**config.mk**
```make
export PLATFORM = sky130hd
export DESIGN_NAME = multicycle_sequencer
export DESIGN_NICKNAME = d
export VERILOG_FILES = /design/src/rtl/multicycle_sequencer_pkg.sv /design/src/rtl/multicycle_sequencer_instr_class_decode.sv /design/src/rtl/multicycle_sequencer.sv
export SDC_FILE = /design/constraint.sdc
export NUM_CORES = 1
export LEC_CHECK = 0
export ABC_AREA = 1
export CORE_ASPECT_RATIO = 1.25
export CORE_MARGIN = 1
export CORE_UTILIZATION = 48
export CTS_CLUSTER_DIAMETER = 60
export DETAILED_ROUTE_END_ITERATION = 10
export GPL_ROUTABILITY_DRIVEN = 0
export GPL_TIMING_DRIVEN = 0
export PLACE_DENSITY = 0.84
export SLEW_MARGIN = 15
export SYNTH_ARGS = -nofsm -noshare
export SYNTH_HDL_FRONTEND = slang
export SYNTH_SLANG_ARGS = --single-unit
```
**constraint.sdc**
```tcl
create_clock -name clk -period 9.25 [get_ports clk]
set_clock_uncertainty 0.05 [all_clocks]
set_input_delay 2.775 -clock clk [delete_from_list [all_inputs] [get_ports clk]]
set_output_delay 2.775 -clock clk [all_outputs]
set_load 0.03 [all_outputs]
```
**src/rtl/multicycle_sequencer_pkg.sv**
```systemverilog
// rtl/multicycle_sequencer_pkg.sv - encodings and instruction classes shared by the multicycle sequencer
package multicycle_sequencer_pkg;

    typedef enum logic [2:0] {
        ST_FETCH  = 3'd0,
        ST_DECODE = 3'd1,
        ST_EXEC   = 3'd2,
        ST_MEM    = 3'd3,
        ST_WB     = 3'd4,
        ST_TRAP   = 3'd7
    } state_t;

    typedef enum logic [3:0] {
        CLS_RALU, CLS_SHIFT, CLS_IALU_S, CLS_IALU_Z, CLS_LOAD,
        CLS_STORE, CLS_BRANCH, CLS_JUMP, CLS_ILLEGAL
    } instr_class_t;

    localparam logic [5:0] OPCODE_RTYPE = 6'd0,  OPCODE_J    = 6'd2,
                           OPCODE_BEQ   = 6'd4,  OPCODE_BNE  = 6'd5,
                           OPCODE_ADDI  = 6'd8,  OPCODE_ANDI = 6'd12,
                           OPCODE_ORI   = 6'd13, OPCODE_LW   = 6'd35,
                           OPCODE_SW    = 6'd43;

    localparam logic [5:0] FUNC_SLL = 6'd0,  FUNC_SRL = 6'd2,
                           FUNC_ADD = 6'd32, FUNC_SUB = 6'd34,
                           FUNC_AND = 6'd36, FUNC_OR  = 6'd37,
                           FUNC_NOR = 6'd39, FUNC_SLT = 6'd42;

    localparam logic [2:0] OP_ADD = 3'd0, OP_SUB = 3'd1, OP_AND = 3'd2, OP_OR  = 3'd3,
                           OP_NOR = 3'd4, OP_SLT = 3'd5, OP_SLL = 3'd6, OP_SRL = 3'd7;

    localparam logic [1:0] ALU_SRC_DATA_B = 2'd0, ALU_SRC_SEXT_IMM16 = 2'd1,
                           ALU_SRC_ZEXT_IMM16 = 2'd2;

    localparam logic [1:0] PC_SRC_PLUS4 = 2'd0, PC_SRC_BRANCH = 2'd1, PC_SRC_JUMP = 2'd2;

    localparam logic WB_SEL_ALU = 1'b0, WB_SEL_MEM = 1'b1;

    // R-format instructions write rd; everything else that writes back uses rt
    function automatic logic writes_rd(input instr_class_t c);
        return (c == CLS_RALU) || (c == CLS_SHIFT);
    endfunction

endpackage

```
**src/rtl/multicycle_sequencer_instr_class_decode.sv**
```systemverilog
// rtl/multicycle_sequencer_instr_class_decode.sv - opcode/func to instruction class and ALU operation
module instr_class_decode
    import multicycle_sequencer_pkg::*;
(
    input  logic [5:0]   opcode,
    input  logic [5:0]   func,
    output instr_class_t instr_class,
    output logic [2:0]   alu_op
);

    // anything not listed falls through to ILLEGAL so the FSM traps on it
    always_comb begin
        instr_class = CLS_ILLEGAL;
        alu_op      = OP_ADD;
        case (opcode)
            OPCODE_RTYPE: begin
                case (func)
                    FUNC_ADD: begin instr_class = CLS_RALU;  alu_op = OP_ADD; end
                    FUNC_SUB: begin instr_class = CLS_RALU;  alu_op = OP_SUB; end
                    FUNC_AND: begin instr_class = CLS_RALU;  alu_op = OP_AND; end
                    FUNC_OR:  begin instr_class = CLS_RALU;  alu_op = OP_OR;  end
                    FUNC_NOR: begin instr_class = CLS_RALU;  alu_op = OP_NOR; end
                    FUNC_SLT: begin instr_class = CLS_RALU;  alu_op = OP_SLT; end
                    FUNC_SLL: begin instr_class = CLS_SHIFT; alu_op = OP_SLL; end
                    FUNC_SRL: begin instr_class = CLS_SHIFT; alu_op = OP_SRL; end
                    default:  ;
                endcase
            end
            OPCODE_ADDI: begin instr_class = CLS_IALU_S; alu_op = OP_ADD; end
            OPCODE_ANDI: begin instr_class = CLS_IALU_Z; alu_op = OP_AND; end
            OPCODE_ORI:  begin instr_class = CLS_IALU_Z; alu_op = OP_OR;  end
            OPCODE_LW:   begin instr_class = CLS_LOAD;   alu_op = OP_ADD; end
            OPCODE_SW:   begin instr_class = CLS_STORE;  alu_op = OP_ADD; end
            OPCODE_BEQ, OPCODE_BNE: begin instr_class = CLS_BRANCH; alu_op = OP_SUB; end
            OPCODE_J:    begin instr_class = CLS_JUMP;   alu_op = OP_ADD; end
            default:     ;
        endcase
    end

endmodule

```
**src/rtl/multicycle_sequencer.sv**
```systemverilog
// rtl/multicycle_sequencer.sv - control FSM splitting each instruction into fetch/decode/exec/mem/wb steps
module multicycle_sequencer #(
    parameter int COUNT_W = 32
) (
    input  logic               clk,
    input  logic               rst,
    input  logic [31:0]        instruction,
    input  logic               alu_zero,
    input  logic               mem_ready,
    output logic               mem_req,
    output logic               mem_write,
    output logic               mem_addr_sel,
    output logic               ir_write,
    output logic               pc_write,
    output logic [1:0]         pc_src,
    output logic [2:0]         alu_op,
    output logic [1:0]         alu_src,
    output logic [4:0]         shamt,
    output logic               reg_write,
    output logic               wb_sel,
    output logic [4:0]         addr_a,
    output logic [4:0]         addr_b,
    output logic [4:0]         addr_in,
    output logic [2:0]         state,
    output logic               illegal,
    output logic [COUNT_W-1:0] retired
);

    import multicycle_sequencer_pkg::*;

    state_t       state_r;
    state_t       state_nxt;
    instr_class_t cls;
    logic [2:0]   dec_alu_op;
    logic         retire;

    wire [4:0] rs     = instruction[25:21];
    wire [4:0] rt     = instruction[20:16];
    wire [4:0] rd     = instruction[15:11];
    wire       is_bne = (instruction[31:26] == OPCODE_BNE);

    instr_class_decode u_decode (
        .opcode      (instruction[31:26]),
        .func        (instruction[5:0]),
        .instr_class (cls),
        .alu_op      (dec_alu_op)
    );

    assign state  = state_r;
    assign retire = (state_nxt == ST_FETCH) &&
                    ((state_r == ST_EXEC) || (state_r == ST_MEM) || (state_r == ST_WB));

    // next state and Moore controls; everything is held low while rst is asserted
    always_comb begin
        state_nxt    = state_r;
        mem_req      = 1'b0;
        mem_write    = 1'b0;
        mem_addr_sel = 1'b0;
        ir_write     = 1'b0;
        pc_write     = 1'b0;
        pc_src       = PC_SRC_PLUS4;
        alu_op       = OP_ADD;
        alu_src      = ALU_SRC_DATA_B;
        shamt        = 5'd0;
        reg_write    = 1'b0;
        wb_sel       = WB_SEL_ALU;
        addr_a       = 5'd0;
        addr_b       = 5'd0;
        addr_in      = 5'd0;
        if (!rst) begin
            case (state_r)
                ST_FETCH: begin
                    mem_req = 1'b1;
                    if (mem_ready) begin
                        ir_write  = 1'b1;
                        pc_write  = 1'b1;
                        state_nxt = ST_DECODE;
                    end
                end
                ST_DECODE: begin
                    addr_a    = rs;
                    addr_b    = rt;
                    state_nxt = (cls == CLS_ILLEGAL) ? ST_TRAP : ST_EXEC;
                end
                ST_EXEC: begin
                    addr_a = rs;
                    addr_b = rt;
                    alu_op = dec_alu_op;
                    case (cls)
                        CLS_RALU: state_nxt = ST_WB;
                        CLS_SHIFT: begin
                            addr_a    = rt;
                            shamt     = instruction[10:6];
                            state_nxt = ST_WB;
                        end
                        CLS_IALU_S: begin
                            alu_src   = ALU_SRC_SEXT_IMM16;
                            state_nxt = ST_WB;
                        end
                        CLS_IALU_Z: begin
                            alu_src   = ALU_SRC_ZEXT_IMM16;
                            state_nxt = ST_WB;
                        end
                        CLS_LOAD, CLS_STORE: begin
                            alu_src   = ALU_SRC_SEXT_IMM16;
                            state_nxt = ST_MEM;
                        end
                        CLS_BRANCH: begin
                            pc_src    = PC_SRC_BRANCH;
                            pc_write  = is_bne ? !alu_zero : alu_zero;
                            state_nxt = ST_FETCH;
                        end
                        CLS_JUMP: begin
                            pc_src    = PC_SRC_JUMP;
                            pc_write  = 1'b1;
                            state_nxt = ST_FETCH;
                        end
                        default: state_nxt = ST_TRAP;
                    endcase
                end
                ST_MEM: begin
                    mem_req      = 1'b1;
                    mem_addr_sel = 1'b1;
                    mem_write    = (cls == CLS_STORE);
                    if (mem_ready) state_nxt = (cls == CLS_STORE) ? ST_FETCH : ST_WB;
                end
                ST_WB: begin
                    reg_write = 1'b1;
                    wb_sel    = (cls == CLS_LOAD) ? WB_SEL_MEM : WB_SEL_ALU;
                    addr_in   = writes_rd(cls) ? rd : rt;
                    state_nxt = ST_FETCH;
                end
                ST_TRAP: state_nxt = ST_TRAP;
                default: state_nxt = ST_FETCH;
            endcase
        end
    end

    // state register
    always_ff @(posedge clk or posedge rst) begin
        if (rst) state_r <= ST_FETCH;
        else     state_r <= state_nxt;
    end

    // sticky illegal flag and retired-instruction counter (wraps naturally)
    always_ff @(posedge clk or posedge rst) begin
        if (rst) begin
            illegal <= 1'b0;
            retired <= '0;
        end else begin
            if (state_nxt == ST_TRAP) illegal <= 1'b1;
            if (retire) retired <= retired + COUNT_W'(1);
        end
    end

endmodule

```
==> impl_table.tex <==
\begin{tabular}{lr}
\hline
Metric & Value \\
\hline
\multicolumn{2}{l}{\textbf{Status}} \\
\quad Result of the run & finished, final reports clean \\
\multicolumn{2}{l}{\textbf{Routing}} \\
\quad Residual antenna-violating net count after detailed routing & 0 \\
\quad Total wire length after detailed routing & 9390 um \\
\quad DRC violation total after the first TritonRoute iteration & 174 \\
\quad Average routed wire per standard cell & 13.7 um \\
\quad DRC violations left & 0 \\
\quad Mean number of vias per cell & 5.23 \\
\quad Detailed-route via count & 3,595 \\
\quad Count of TritonRoute iterations in the first routing pass & 5 \\
\multicolumn{2}{l}{\textbf{Final layout}} \\
\quad Post-route cell area & 4330 um2 \\
\quad Ratio of cells with drive above 1 in the final layout & 5.65\% \\
\quad Number of diodes added for antenna fixing & 0 \\
\quad Area of all sequential standard cells & 901 um2 \\
\quad Syn-to-layout area delta & 41.7\% \\
\quad Post-layout nets & 638 \\
\quad Layout filler cell count & 539 \\
\quad Core occupancy in the finished layout & 70.2\% \\
\quad Area taken by multi-input logic gates & 1860 um2 \\
\multicolumn{2}{l}{\textbf{Clocking}} \\
\quad Sinks on Clock Net & 36 \\
\quad Clock buffers created by TritonCTS & 5 \\
\quad Cell at the root of the clock tree & sky130\_fd\_sc\_hd\_\_clkbuf\_8 \\
\quad Post-CTS Repair Setup Buffers & 0 \\
\quad Clock transition at the registers of the reported paths & 0.08 ns \\
\quad Deepest clock path buffer count & 2 \\
\quad Cts-stage hold buffer count & 0 \\
\quad TritonCTS clock tree & yes \\
\quad Number of instances resized during post-cts repair & 0 \\
\quad Number of H-tree branching levels & 2 \\
\quad Insertion delay to the later sink of the worst-skew pair & 0.30 ns \\
\multicolumn{2}{l}{\textbf{STA}} \\
\quad Final setup violation count & 0 \\
\quad Shortest period the worst path allows & 8.33 ns \\
\quad Worst slew slack as a fraction of its limit & 61.9\% \\
\quad Worst setup slack after layout & 0.924 ns \\
\quad Final-report hold violation count & 0 \\
\quad Final slew viol count & 0 \\
\quad Sum of negative setup slack & 0 ns \\
\quad Setup repair after global routing missed its margin & no \\
\quad Pin slew with the least headroom to its limit & 0.569 ns \\
\quad Ratio of final minimum period to clock period & 90.0\% \\
\quad Fmax & 120 MHz \\
\quad Worst hold slack across all endpoints & 0.415 ns \\
\multicolumn{2}{l}{\textbf{Pwr}} \\
\quad Worst-case vdd ir drop & 0.000159 V \\
\quad Clock share of power & 16.9\% \\
\quad Net switching power of the design & 340 uW \\
\quad LEAKAGE & 1.99 nW \\
\quad Internal portion of total power & 378 uW \\
\quad Relative contribution of combinational cells to total power & 57.0\% \\
\quad Switching share of power & 47.4\% \\
\quad Power per cell area & 166 nW/um2 \\
\quad Sequential Power Share & 26.1\% \\
\multicolumn{2}{l}{\textbf{Yosys}} \\
\quad Largest family of logic cells by synthesized area & simple AND/OR/NAND/NOR gates \\
\quad Library cell with the highest instance count after synthesis & sky130\_fd\_sc\_hd\_\_nand2\_1 \\
\quad Cell count after synthesis & 488 \\
\quad Cell types with the largest area share after synthesis & sky130\_fd\_sc\_hd\_\_dfrtp\_1 30\%, sky130\_fd\_sc\_hd\_\_nand2\_1 20\%, sky130\_fd\_sc\_hd\_\_nand3\_1 8.9\% \\
\quad Flip-flop and latch count after synthesis & 36 \\
\quad Synthesized-area fraction occupied by xor and xnor cells & 8.89\% \\
\quad Post-synthesis cell area & 3050 um2 \\
\quad Leading area contributor after synthesis & sky130\_fd\_sc\_hd\_\_dfrtp\_1 \\
\quad Compound-cell area share of the yosys netlist & 4.92\% \\
\quad Distinct cell type count of the synthesized netlist & 33 \\
\quad Number of synthesized flops with an enable pin & 0 \\
\quad Share of synthesized area occupied by flip-flops and latches & 29.5\% \\
\quad Post-synthesis share of cell area spent on full adders, half adders and majority gates & 0.410\% \\
\quad Share of cell area taken by muxes after synthesis & 0\% \\
\quad Area share of the leading cell type in the synthesized netlist & 29.5\% \\
\quad Synthesized area per cell & 6.26 um2 \\
\quad Leading register cell type out of synthesis & sky130\_fd\_sc\_hd\_\_dfrtp\_1 \\
\quad Number of warnings issued by yosys & 0 \\
\quad Number of nets in the synthesized netlist & 525 \\
\quad Commonest cells in the netlist & 165 x sky130\_fd\_sc\_hd\_\_nand2\_1, 54 x sky130\_fd\_sc\_hd\_\_nand3\_1, 52 x sky130\_fd\_sc\_hd\_\_nor2\_1, 51 x sky130\_fd\_sc\_hd\_\_inv\_1, 36 x sky130\_fd\_sc\_hd\_\_dfrtp\_1 \\
\quad Simple-gate portion of the synthesized area & 46.6\% \\
\quad Share of flip-flops with an asynchronous set or reset after synthesis & 100\% \\
\multicolumn{2}{l}{\textbf{Worst setup path}} \\
\quad Critical path class & in2out \\
\quad Crit path max fanout & 10 \\
\quad Startpoint types & input pin \\
\quad Critical path arrival & 5.50 ns \\
\quad Worst Path Required & 6.43 ns \\
\quad Type of destination of the critical path & primary output \\
\quad Critical path's top delay family & buffers and inverters \\
\quad WP buf/inv & 4 \\
\quad Slowest library cell on the worst path & sky130\_fd\_sc\_hd\_\_clkdlybuf4s50\_1 \\
\quad Max incr delay on CP & 0.74 ns \\
\quad Cell Chain, Critical Path & clkdlybuf4s50\_1 -> nor2\_2 -> nand3\_1 -> or2\_2 -> clkbuf\_1 -> clkbuf\_1 -> o21ai\_0 -> nand2\_1 -> a21oi\_1 -> clkdlybuf4s50\_1 \\
\multicolumn{2}{l}{\textbf{Die}} \\
\quad Core ar. & 6170 um2 \\
\quad Starting utilization of the core area & 49.5\% \\
\quad Die extent in y & 91.2 um \\
\quad Row cnt & 32 \\
\quad Area enclosed by the die boundary & 6690 um2 \\
\quad Die outline width & 73.3 um \\
\quad Ports & 106 \\
\multicolumn{2}{l}{\textbf{Min path}} \\
\quad Class of the most critical hold timing path & reg2reg \\
\multicolumn{2}{l}{\textbf{Place}} \\
\quad Placed inst area & 4230 um2 \\
\quad Detailed Place HPWL & 7490 um \\
\quad Worst setup slack after placement & 0.958 ns \\
\quad Count of input and output buffers & 105 \\
\multicolumn{2}{l}{\textbf{GRT}} \\
\quad Global Route Usage Sum & 28.5\% \\
\quad Via count of the first global-routing pass & 3,496 \\
\quad Initial antenna violation count & 0 \\
\quad Wire length of the first global-routing pass & 15,000 um \\
\quad Grt total ovfl & 0 \\
\quad Largest net degree at the start of global routing & 37 \\
\multicolumn{2}{l}{\textbf{Job}} \\
\quad Total of max-cap violations & 0 \\
\hline
\end{tabular}
[metrics by stage]
stage / instances / power, mW
floorplan: 488 / 0.464
global placement: 678 / 0.589
detailed placement: 679 / 0.596
CTS: 687 / 0.720
global route: 687 / 0.762
finish: 687 / 0.718
[worst paths after layout]
path,from,end,slack [ns],depth (start not counted)
setup / recovery,instruction[31],addr_a[3],0.92,10
hold / removal,illegal,illegal,0.42,2
setup reg to reg,state[2],retired[29],7.17,10
hold reg to reg,illegal,illegal,0.42,2
max in group asynchronous,rst,retired[27],6.03,3
min in group asynchronous,rst,state[0],2.71,2
[cell families after synthesis]
group | Yosys count
buffers and inverters | 66
AO/OA/AOI/OAI | 29
adder cells (fa/ha/maj) | 1
AND/OR/NAND/NOR | 325
flip-flops | 36
XOR/XNOR | 31
[final cells by class]
type / instances / area share [%]
Timing Repair Buffer: 106 / 24.8
Clock buffer: 6 / 1.91
Clock inverter: 2 / 0.318
Buffer: 14 / 2.28
Inverter: 52 / 4.51
Sequential cell: 36 / 20.8
Multi-Input combinational cell: 386 / 42.9
Tap cell: 85 / 2.46
[tightest hold or removal path, cell delays in order (launching register included)]
cell and delay, ns:
sky130_fd_sc_hd__dfrtp_1 0.35, sky130_fd_sc_hd__inv_1 0.04, sky130_fd_sc_hd__nand2_1 0.05
[state kept, by name, indices dropped and copies added, names as in the netlist]
name,count
state,3
retired,32
illegal,1
[metal layers]
layer | global-route usage (%) | up-vias | wire (um)
met5 | 0 | - | 0
met4 | 13.6 | 0 | 348
met3 | 5.88 | 35 | 713
met2 | 54.3 | 183 | 4900
met1 | 28.0 | 1599 | 3430
li1 | - | 1778 | -
[placed cells by master (no fill, tap or decap), types with 6 or more instances in the layout]
cell type | synthesis | final
sky130_fd_sc_hd__nand2_1 | 165 | 165
sky130_fd_sc_hd__clkdlybuf4s50_1 | 0 | 105
sky130_fd_sc_hd__nand3_1 | 54 | 54
sky130_fd_sc_hd__nor2_1 | 52 | 52
sky130_fd_sc_hd__inv_1 | 51 | 50
sky130_fd_sc_hd__dfrtp_1 | 36 | 36
sky130_fd_sc_hd__nor3_1 | 26 | 26
sky130_fd_sc_hd__xor2_1 | 21 | 21
sky130_fd_sc_hd__o21ai_0 | 13 | 13
sky130_fd_sc_hd__a21oi_1 | 13 | 13
sky130_fd_sc_hd__nor4_1 | 10 | 10
sky130_fd_sc_hd__xnor2_1 | 10 | 10
sky130_fd_sc_hd__clkbuf_8 | 0 | 6
[power by group through the flow]
stage | clock network, mW | registers, mW | logic, mW
2_1_floorplan | 0 | 0.212 | 0.252
3_3_place_gp | 0 | 0.190 | 0.398
3_5_place_dp | 0 | 0.191 | 0.406
4_1_cts | 0.124 | 0.188 | 0.408
5_1_grt | 0.130 | 0.190 | 0.442
6_report | 0.121 | 0.188 | 0.409
No activity file was read; power rests on OpenSTA's default activity.
